## config.mk

```make
export PLATFORM = sky130hd
export DESIGN_NAME = player_input_port
export DESIGN_NICKNAME = d
export VERILOG_FILES = /design/src/rtl/player_input_port.sv
export SDC_FILE = /design/constraint.sdc
export NUM_CORES = 1
export LEC_CHECK = 0
export BUFFER_PORTS_ARGS = -buffer_cell sky130_fd_sc_hd__buf_4
export CORE_MARGIN = 4
export CORE_UTILIZATION = 55
export DETAILED_ROUTE_END_ITERATION = 8
export MAX_ROUTING_LAYER = met4
export PLACE_DENSITY = 0.81
export SLEW_MARGIN = 20
export SYNTH_ARGS = -nofsm -noshare
export SYNTH_HDL_FRONTEND = slang
export SYNTH_SLANG_ARGS = --single-unit
```

## constraint.sdc

```tcl
create_clock -name clk -period 2.8 [get_ports clk]
set_clock_uncertainty 0.15 [all_clocks]
set_input_delay 0.56 -clock clk [delete_from_list [all_inputs] [get_ports clk]]
set_output_delay 0.56 -clock clk [all_outputs]
set_load 0.02 [all_outputs]
```

## src/rtl/player_input_port.sv

```systemverilog
// player_input_port: synchronized, debounced player buttons with first-press capture and a clear-on-read CPU window.
// Debounce FSM states: STABLE | accepted vector, watching for change ; COUNTING | candidate held, timing its stability
module player_input_port #(
    parameter logic [15:0] BASE_ADR        = 16'hC000,
    parameter int unsigned DEBOUNCE_CYCLES = 500000
) (
    input  logic        clk,
    input  logic        rst,
    input  logic [35:0] gpins,
    input  logic        rd_en,
    input  logic [15:0] adr,
    output logic [15:0] rd_data,
    output logic        rd_valid,
    output logic        playerInputFlag
);
    localparam int unsigned   CW = $clog2(DEBOUNCE_CYCLES);
    localparam logic [CW-1:0] TC = CW'(DEBOUNCE_CYCLES - 1);

    typedef enum logic {ST_STABLE, ST_COUNTING} db_state_t;

    logic [31:0]   sync1, sync2;
    logic          unused_pins;
    logic [7:0]    btn [4];
    db_state_t     state [4];
    logic [CW-1:0] count [4];
    logic [7:0]    cand [4];
    logic [7:0]    stable [4];
    logic [7:0]    snap [4];
    logic [3:0]    ev, clr, snap_load, pend_next;
    logic [3:0]    pending;
    logic          first_valid;
    logic [1:0]    first_idx, low_idx;
    logic [15:0]   offset, read_word;
    logic          req_valid;
    logic [2:0]    req_off;

    assign unused_pins     = ^gpins[35:32];
    assign offset          = adr - BASE_ADR;
    assign playerInputFlag = |pending;

    // Pins idle high, so the synchronizer resets to "released".
    always_ff @(posedge clk or negedge rst) begin
        if (!rst) begin
            sync1 <= '1;
            sync2 <= '1;
        end else begin
            sync1 <= gpins[31:0];
            sync2 <= sync1;
        end
    end

    always_comb begin
        for (int n = 0; n < 4; n++) begin
            btn[n] = ~sync2[8*n +: 8];
            ev[n]  = (state[n] == ST_COUNTING) && (btn[n] == cand[n]) && (btn[n] != stable[n])
                     && (count[n] == TC) && ((cand[n] & ~stable[n]) != 8'h00);
            clr[n] = req_valid && (req_off == 3'(n + 1));
        end
        // A read-clear and a new press on the same edge: the press wins and reloads the snapshot.
        pend_next = pending & ~clr;
        snap_load = ev & ~pend_next;
        pend_next = pend_next | ev;
        low_idx   = 2'd0;
        for (int n = 3; n >= 0; n--) begin
            if (ev[n]) low_idx = 2'(n);
        end
    end

    always_ff @(posedge clk or negedge rst) begin
        if (!rst) begin
            for (int n = 0; n < 4; n++) begin
                state[n]  <= ST_STABLE;
                count[n]  <= '0;
                cand[n]   <= '0;
                stable[n] <= '0;
            end
        end else begin
            for (int n = 0; n < 4; n++) begin
                case (state[n])
                    ST_STABLE: begin
                        if (btn[n] != stable[n]) begin
                            cand[n]  <= btn[n];
                            count[n] <= '0;
                            state[n] <= ST_COUNTING;
                        end
                    end
                    ST_COUNTING: begin
                        if (btn[n] != cand[n]) begin
                            cand[n]  <= btn[n];
                            count[n] <= '0;
                        end else if (btn[n] == stable[n]) begin
                            count[n] <= '0;
                            state[n] <= ST_STABLE;
                        end else if (count[n] == TC) begin
                            stable[n] <= cand[n];
                            count[n]  <= '0;
                            state[n]  <= ST_STABLE;
                        end else begin
                            count[n] <= count[n] + 1'b1;
                        end
                    end
                    default: state[n] <= ST_STABLE;
                endcase
            end
        end
    end

    always_comb begin
        case (req_off)
            3'd0:    read_word = {9'd0, first_valid, first_idx, pending};
            3'd1:    read_word = {8'h00, snap[0]};
            3'd2:    read_word = {8'h00, snap[1]};
            3'd3:    read_word = {8'h00, snap[2]};
            3'd4:    read_word = {8'h00, snap[3]};
            3'd5:    read_word = {stable[1], stable[0]};
            3'd6:    read_word = {stable[3], stable[2]};
            default: read_word = 16'h0000;
        endcase
    end

    always_ff @(posedge clk or negedge rst) begin
        if (!rst) begin
            pending     <= '0;
            first_valid <= 1'b0;
            first_idx   <= '0;
            req_valid   <= 1'b0;
            req_off     <= '0;
            rd_valid    <= 1'b0;
            rd_data     <= '0;
            for (int n = 0; n < 4; n++) snap[n] <= '0;
        end else begin
            pending <= pend_next;
            for (int n = 0; n < 4; n++) begin
                if (snap_load[n]) snap[n] <= cand[n];
            end
            if (pend_next == 4'h0) begin
                first_valid <= 1'b0;
                first_idx   <= '0;
            end else if (!first_valid && (ev != 4'h0)) begin
                first_valid <= 1'b1;
                first_idx   <= low_idx;
            end
            req_valid <= rd_en && (offset < 16'd7);
            req_off   <= offset[2:0];
            rd_valid  <= req_valid;
            rd_data   <= req_valid ? read_word : 16'h0000;
        end
    end
endmodule

```

# Yosys cells after proc, flatten, opt, wreduce, memory -nomap -nowiden
# Cells that the tools add are included.
# word_totals
elab_cells	200
reg_bits	268
# classes
magnitude_cmp	1
n_eq_ne	34
reduce_logical	40
n_mux	62
bitwise_logic	29
addsub	5
# ops
op	n
19-bit 2-to-1 mux	16
19-bit case mux with 2 select lines	4
16-bit case mux with 7 select lines	1
19-bit by 1-bit adder with 19-bit output (second input constant)	4
19-bit equality test (second input constant)	4
8-bit equality test	8
8-bit 2-to-1 mux	8
8-bit inequality test	8
8-bit NOT	8
8-bit case mux with 2 select lines	4
8-bit AND	4
8-bit nonzero test	4
1-bit logical AND	22
1-bit 2-to-1 mux	18
16-bit by 3-bit less-than comparator with 1-bit output (second input constant)	1
16-bit 2-to-1 mux	1
4-bit AND reduction	4
16-bit subtractor (second input constant)	1
2-bit 2-to-1 mux	6
1-bit NOT	12
3-bit equality test (second input constant)	3
4-bit AND	2
2-bit by 1-bit inequality test with 1-bit output (second input constant)	4
2-bit inequality test (second input constant)	4
other kinds (12)	20

# Logic depth before layout (Yosys ltp)
# Gate-level depths: netlist (run 1).
# depth
word_depth	12
depth_mapped	10
mapped_depth_nobuf	8

# Least setup slack after synthesis (run 1)
# OpenSTA, ideal clock, no wires.
# synth_path
path_kind	reg2reg
startpoint	reg count[14] in the netlist's numbering
endpoint	reg stable[5] in the netlist's numbering
required_ps	2530
setup_time_ps	120
n_path_buf	4
t_arrival_ps	2041
slack_ps	489
period_less_slack_ps	2311
path_stages_with_launch	11
path_cell_list	dfrtp_1 -> buf_6 -> nor4_2 -> nand2_1 -> or4_1 -> buf_2 -> or2_1 -> buf_6 -> buf_6 -> nand2_2 -> o21ai_2
# synth_between
elab_chain_len	2
# synth_lines
item	line_no	source
from (decl)	25	logic [CW-1:0] count [4];
from (signal, indexed assignment)	99	count[n] <= count[n] + 1'b1;
19-bit equality test	94	end else if (count[n] == TC) begin
4-bit AND reduction (no line)	--	
to (signal, indexed assignment)	95	stable[n] <= cand[n];
to (decl)	27	logic [7:0] stable [4];
# No other way between the ends.
# A chain may end at the register's enable or synchronous reset.

# Worst setup path after layout (run 1)
# layout_path
startpoint	reg sync2[6]
endpoint	reg first_idx[1]
# layout_between
elab_chain_len	9
elab_cells_between_ends	15
classes_between	2 x eq/ne; 3 x mux; 2 x bitwise; 8 x reduce/logical
# layout_lines
item	line_no	source
from (decl)	21	logic [31:0] sync1, sync2;
from (signal assigned)	48	sync2 <= sync1;
8-bit NOT (*)	54	btn[n] = ~sync2[8*n +: 8];
8-bit equality test	55	ev[n] = (state[n] == ST_COUNTING) && (btn[n] == cand[n]) && (btn[n] != stable[n])
1-bit logical AND	55	
1-bit logical AND (*)	55	
1-bit logical AND (*) (2 in series)	56	&& (count[n] == TC) && ((cand[n] & ~stable[n]) != 8'h00);
4-bit bitwise OR, or another cell as far along	62	pend_next = pend_next | ev;
4-bit zero test, or another cell as far along	136	if (pend_next == 4'h0) begin
2-bit 2-to-1 mux / 2-bit nonzero test (equally long branches)	--	
to (signal assigned)	141	first_idx <= low_idx;
to (decl)	32	logic [1:0] first_idx, low_idx;
# Every way passes the cells marked *; elsewhere a longest branch is shown, timed or not. The select of a mux whose other input is x is not followed.

==> out/qor.yml, run 1 <==
cells_and_area:
  postLayoutCoreUtil_pct: 66.9
  final_cell_mix: "204 x dfrtp_1, 151 x nand2_1, 150 x o21ai_0, 95 x buf_4, 70 x nor2_1"
  n_antenna_cell: 0
  area_delta_synth_final_pct: 18.3
  multi_input_area_um2: 4850
  final_common_cell: "dfrtp_1"
  drive_above_1_share_pct: 18.8
  ff_latch_area_um2: 6790
  fin_nets: 1339
  fillerInstances: 1573
  finalNonFillerCells: 1575
clocking:
  clk_latency_ns: 0.54
  clk_pin_slew_worst_paths_ns: 0.07
  numCtsBuffers: 27
  cts_tree: "built"
  post_cts_buffers: 0
  root_buffer: "clkbuf_16"
  htreeDepth: 1
  clkSinkCount: 268
  clock_path_buffers: 3
yosys:
  yosys_warnings: 0
  synth_nets: 1226
  syn_area_um2: 12000
  yosys.area.top_type: "dfrtp_1"
  synth_cell_types: 58
  synth_edf_count: 0
  netlist_instances: 1167
  yosysSeqAreaShare_pct: 56.3
  synth_ff_type: "dfrtp_1"
  synth_top_area_share_pct: 42.4
  synth.area.top_cells: "dfrtp_1 42%, dfstp_2 14%, o21ai_0 6.2%"
  async_flop_share_pct: 100
  syn_area_per_cell_um2: 10.3
  synth-seq-cells: 268
global_route:
  antenna_found_initial: 0
  grt_overflow_total: 0
  grt_pass1_wl_um: 44100
  grt_use_total_pct: 22.3
  grt_pass1_vias: 8982
  grt_max_degree: 86
sta:
  finalHoldViolCount: 0
  max_slew.worst_pin.slew_ns: 0.736
  max_slew_margin_pct: 50.5
  min_period_ns: 2.56
  fmax_mhz: 391
  drv_slew: 0
  period_share_pct: 91.3
  setup_tns_ns: 0
  rsz0062_at_grt: "no"
  report.final.setup_viol: 0
setup_path:
  r2r_start: "sync2[6]"
  path_class: "flip-flop to flip-flop"
  r2r_setup_slack_ns: 0.24
  critPathArrivalTime_ns: 2.85
  critPathLaunchType: "flip-flop"
  critical_path_peak_fanout: 5
  cp-end-kind: "flip-flop"
  rr_worst_depth: 7
  required_ns: 3.09
  critPathLaunch: "sync2[6]"
  timing.rr.end: "first_idx[1]"
worst_hold_path:
  hold_depth: 0
  hold-path-endpoint: "sync2[25]"
  hp-class: "flip-flop to flip-flop"
  min-delay-start: "sync1[25]"
placement:
  place_congestion: 0.899
  io_buffers: 68
  placedCellCount: 1490
  hpwl_um: 17500
power_and_ir_drop:
  leakagePower_uw: 0.00620
  power.density_nw_per_um2: 580
  ir_drop_v: 0.000628
drt:
  avgRoutedWirePerCell_um: 16.6
  routed_wirelength_um: 26200
  antenna_left: 0
  drt_iter0_markers: 800
  vias_per_cell: 5.78
  vias: 9105
  drc: 0
  first_pass_iters: 5
floorplanning:
  die_y_um: 156
  io_pins: 73
  core_area_um2: 21300
  rows: 53
  die-area_um2: 24300
  start_util_pct: 56.6
  die_x_um: 156
outcome:
  status: "finished clean"
job:
  drv_cap: 0
-- per-layer routing --
layer	share of wire, %	global-route usage [%]
met1	45	30.3
met2	48	35.7
met3	4.6	3.50
met4	2.5	5.54
met5	0	-
-- per-stage QoR --
stage | setup slack [ns] | hold WS, ns | instance area, um^2 | total power (uW)
2_1_floorplan | 0.489 | 0.114 | 12000 | 4230
3_3_place_gp | 0.298 | 0.196 | 12900 | 4410
3_5_place_dp | 0.240 | 0.197 | 12900 | 4430
4_1_cts | 0.150 | 0.00623 | 14200 | 8340
5_1_grt | 0.0320 | 0.206 | 14300 | 8550
6_report | 0.244 | 0.198 | 14300 | 8260
-- cells by family (layout without fill, tap and decap cells) --
family	count (synthesis)	count (layout)	share of synthesized area [%]
flops	268	268	56.3
fa+ha+maj	4	4	0.415
compound gates	292	292	14.8
simple gates	412	412	17.1
xor+xnor	68	68	4.94
buf+inv	94	227	3.45
mux	29	29	2.97
-- worst max path at each step --
stage / to / slack [ns] / cells after the start
floorplan: stable[5] / 0.49 / 10
global placement: count[5] / 0.30 / 8
detailed placement: count[5] / 0.24 / 8
CTS: count[14] / 0.15 / 8
global route: count[53] / 0.03 / 5
finish: first_idx[1] / 0.24 / 7
-- synth_stat cells (17+ instances only) --
master    count
o22ai_1      17
mux2i_1      20
clkbuf_1     29
o31ai_1      30
xnor2_1      33
inv_1        42
nand3_1      44
nor2b_1      17
nand4_1      24
o21ai_0     150
nand2_1     151
dfrtp_1     204
nor2_1       70
xor2_1       35
dfstp_2      64
-- sequential cells by signal (all words and copies together), names as in the netlist, 2 cells and up --
signal,flops
cand,32
state,4
first_idx,2
sync1,32
snap,32
sync2,32
req_off,3
rd_data,16
pending,4
stable,32
count,76
-- power by group --
part	internal, uW	total (uW)	switching, uW
combinational	160	342	182
clock	2380	3860	1480
sequential	3990	4060	70.1
total	6530	8260	1740
-- cell type report --
class / count / share of cell area, %
clock buffers: 35 / 5.09
clock inverters: 14 / 1.61
inverters: 42 / 1.11
multi-input cells: 805 / 34.0
flip-flops and latches: 268 / 47.6
well taps: 275 / 2.41
repair buffers: 136 / 8.14
-- timing repair --
| action | CTS | global route |
|---|---|---|
| endpoints found under the hold margin | 62 | 1 |
| hold buffers | 35 | 1 |
| setup endpoints to repair | 0 | 3 |
| resized for setup | 0 | 2 |
-- critical path, cell delays in order, from the launching register on --
cell and delay [ns]:
dfstp_2 0.57, xor2_1 0.15, nand4_1 0.19, a2111oi_2 0.60, nand3_1 0.29, nand4_1 0.19
nor2_1 0.09, nor3_1 0.23
No activity file was read; power rests on OpenSTA's default activity.
==> inputs of run 2 (changes only) <==
--- a/config.mk
+++ b/config.mk
@@ -6,12 +6,11 @@
 export NUM_CORES = 1
 export LEC_CHECK = 0
 export BUFFER_PORTS_ARGS = -buffer_cell sky130_fd_sc_hd__buf_4
-export CORE_MARGIN = 4
 export CORE_UTILIZATION = 55
 export DETAILED_ROUTE_END_ITERATION = 8
 export MAX_ROUTING_LAYER = met4
 export PLACE_DENSITY = 0.81
-export SLEW_MARGIN = 20
+export SLEW_MARGIN = 25
 export SYNTH_ARGS = -nofsm -noshare
 export SYNTH_HDL_FRONTEND = slang
 export SYNTH_SLANG_ARGS = --single-unit
==> run 2 against run 1 <==
Net effect:
- final area rose by 0.50%
- first-iteration DRC count rose by 1.6%
- hold slack got worse by 0.039 ns
- clock power rose by 1%
- highest routed layer unchanged
- cell count rose by 0.51%
- non-clock buffer count rose by 5
- count of clock-buffer cells in the layout rose by 7
- maximum frequency rose by 1.0%
==> out/qor.yml, run 2 (synthesized netlist as in run 1, its figures left out) <==
setup_path:
  cpLargestDelayFamily: "simple AND/OR/NAND/NOR gates"
  rr_worst_depth: 8  # +1
  crit_chain: "ha_1 -> and3_1 -> nand2_1 -> or3_1 -> nand3_2 -> a41oi_1 -> o21ai_0 -> o31ai_1"
  timing.rr.end: "count[54]"
  critPathLaunch: "count[38]"
  cp_slowest_cell: "or3_1"
  required_ns: 3.07  # -0.02 ns
  critPathArrivalTime_ns: 2.80  # -0.05 ns
  critical_path_peak_fanout: 24  # +19
  critPathLaunchType: "flip-flop"
  r2r_start: "count[38]"
  cp-end-kind: "flip-flop"
  path_class: "flip-flop to flip-flop"
  r2r_setup_slack_ns: 0.27  # +0.03 ns
  slowest_delay_ns: 0.51  # -0.09 ns
  worst-path-buf-inv: 0  # unchanged
global_route:
  grt_pass1_wl_um: 43600  # -1.2%
  grt_use_total_pct: 24.9  # +2.5 points
  grt_max_degree: 77  # -10%
  antenna_found_initial: 0  # unchanged
  grt_overflow_total: 0  # unchanged
  grt_pass1_vias: 8969  # -0.14%
clocking:
  clkSinkCount: 268  # unchanged
  clk_pin_slew_worst_paths_ns: 0.06  # about the same
  numCtsBuffers: 28  # +3.7%
  clock_path_buffers: 3  # unchanged
  clk_latency_ns: 0.55  # about the same
  post_cts_buffers: 0  # unchanged
  root_buffer: "clkbuf_16"
  cts_tree: "built"
  htreeDepth: 1  # unchanged
power_and_ir_drop:
  p_seq_share_pct: 48.8  # -0.3 points
  share_comb_of_total_power_pct: 4.2  # about the same
  power.density_nw_per_um2: 580  # about the same
  p_sw_uw: 1760  # +1.6%
  leakagePower_uw: 0.00625  # +0.85%
  clkPwrFrac_pct: 47.0  # +0.2 points
  intPower_uw: 6540  # +0.22%
  ir_drop_v: 0.000446  # -29%
  netSwitchingFraction_pct: 21.2  # +0.23 points
cells_and_area:
  fin_nets: 1345  # +0.45%
  final_cell_mix: "204 x dfrtp_1, 151 x nand2_1, 150 x o21ai_0, 101 x buf_4, 70 x nor2_1"
  top_register: "count"
  final_common_cell: "dfrtp_1"
  drive_above_1_share_pct: 19.3  # +0.42 points
  fin_area_um2: 14300  # +0.50%
  n_antenna_cell: 0  # unchanged
  area_delta_synth_final_pct: 18.9
  largest_reg_flops: 76  # unchanged
drt:
  drc: 0  # unchanged
  first_pass_iters: 7  # +2
  routed_wirelength_um: 25900  # -1.1%
  drt_iter0_markers: 813  # +1.6%
  vias_per_cell: 5.78  # about the same
  avgRoutedWirePerCell_um: 16.3  # -1.6%
  antenna_left: 0  # unchanged
  vias: 9145  # +0.44%
job:
  drv_cap: 0  # unchanged
placement:
  dp_slack_ns: 0.313  # +0.0731 ns
  place_congestion: 0.874  # -2.7%
  hpwl_um: 17500  # about the same
  io_buffers: 68  # unchanged
  placed_area_um2: 13000  # +0.29%
sta:
  max_slew_margin_pct: 43.9  # -6.6 points
  drv_slew: 0  # unchanged
  rsz0062_at_grt: "no"
  fmax_mhz: 395  # +1.0%
  setup_tns_ns: 0  # unchanged
  finalHoldViolCount: 0  # unchanged
  min_period_ns: 2.53  # -0.0253 ns
  report.final.setup_viol: 0  # unchanged
  fin_ws_ns: 0.270  # +0.0253 ns
  max_slew.worst_pin.slew_ns: 0.835  # +0.0982 ns
  period_share_pct: 90.4  # -0.91 points
outcome:
  status: "finished clean"
floorplanning:
  rows: 53  # unchanged
  die_x_um: 150  # -3.8%
  start_util_pct: 56.8  # +0.18 points
  core_area_um2: 21200  # -0.31%
  io_pins: 73  # unchanged
  die-area_um2: 22500  # -7.5%
  die_y_um: 150  # -3.8%
worst_hold_path:
  min-delay-start: "adr[11]"
  hold-path-endpoint: "req_valid"
  hold_depth: 4  # +4
  hp-class: "primary input to flip-flop"
## run 2: how the worst max path moves through the flow
| stage | endpoint | slack (ns) | depth (start not counted) |
|---|---|---|---|
| floorplan | stable[5] | 0.49 | 10 |
| global placement | stable[7] | 0.33 | 6 |
| detailed placement | count[64] | 0.31 | 7 |
| CTS | count[54] | 0.27 | 8 |
| global route | stable[17] | 0.11 | 7 |
| finish | count[54] | 0.27 | 8 |
## run 2: per-stage QoR
step | util (%) | total power, uW | hold WS [ns] | cells
6_report | 67.5 | 8300 | 0.158 | 1583
4_1_cts | 67.5 | 8390 | 0.111 | 1583
3_3_place_gp | 61.1 | 4420 | 0.196 | 1495
5_1_grt | 67.5 | 8590 | 0.162 | 1583
3_5_place_dp | 61.1 | 4430 | 0.197 | 1495
2_1_floorplan | - | 4230 | 0.114 | 1167
## run 2: tightest hold or removal path, stage by stage
cell	delay [ns]
buf_4	0.08
nor2_1	0.04
nand4_1	0.07
a31oi_1	0.05
## run 2: power by group through the flow
stage	registers [uW]	logic (uW)	clock network (uW)
floorplan	4100	136	0
global placement	4120	300	0
detailed placement	4120	310	0
CTS	4050	353	3990
global route	4060	391	4140
finish	4050	349	3900
## run 2: cell type report
cell class | count | area (um^2)
inverters | 42 | 158
well taps | 275 | 344
clock inverters | 10 | 140
clock buffers | 42 | 856
fillers | 1579 | 6900
repair buffers | 141 | 1190
multi-input cells | 805 | 4840
flip-flops and latches | 268 | 6790
## run 2: what timing repair did
action | in CTS | in global routing
endpoints found under the setup margin | 0 | 0
hold buffers | 36 | 0
resized for setup | 0 | 0
hold endpoints to repair | 88 | 0
## run 2: per-layer routing
metal / part of all wire [%] / GRT usage [%] / up-vias / wire length (um)
met5: 0 / - / - / 0
li1: - / - / 4388 / -
met3: 4.2 / 3.38 / 55 / 1080
met1: 45 / 33.2 / 4465 / 11500
met4: 2.7 / 7.58 / 0 / 708
met2: 49 / 39.6 / 237 / 12600
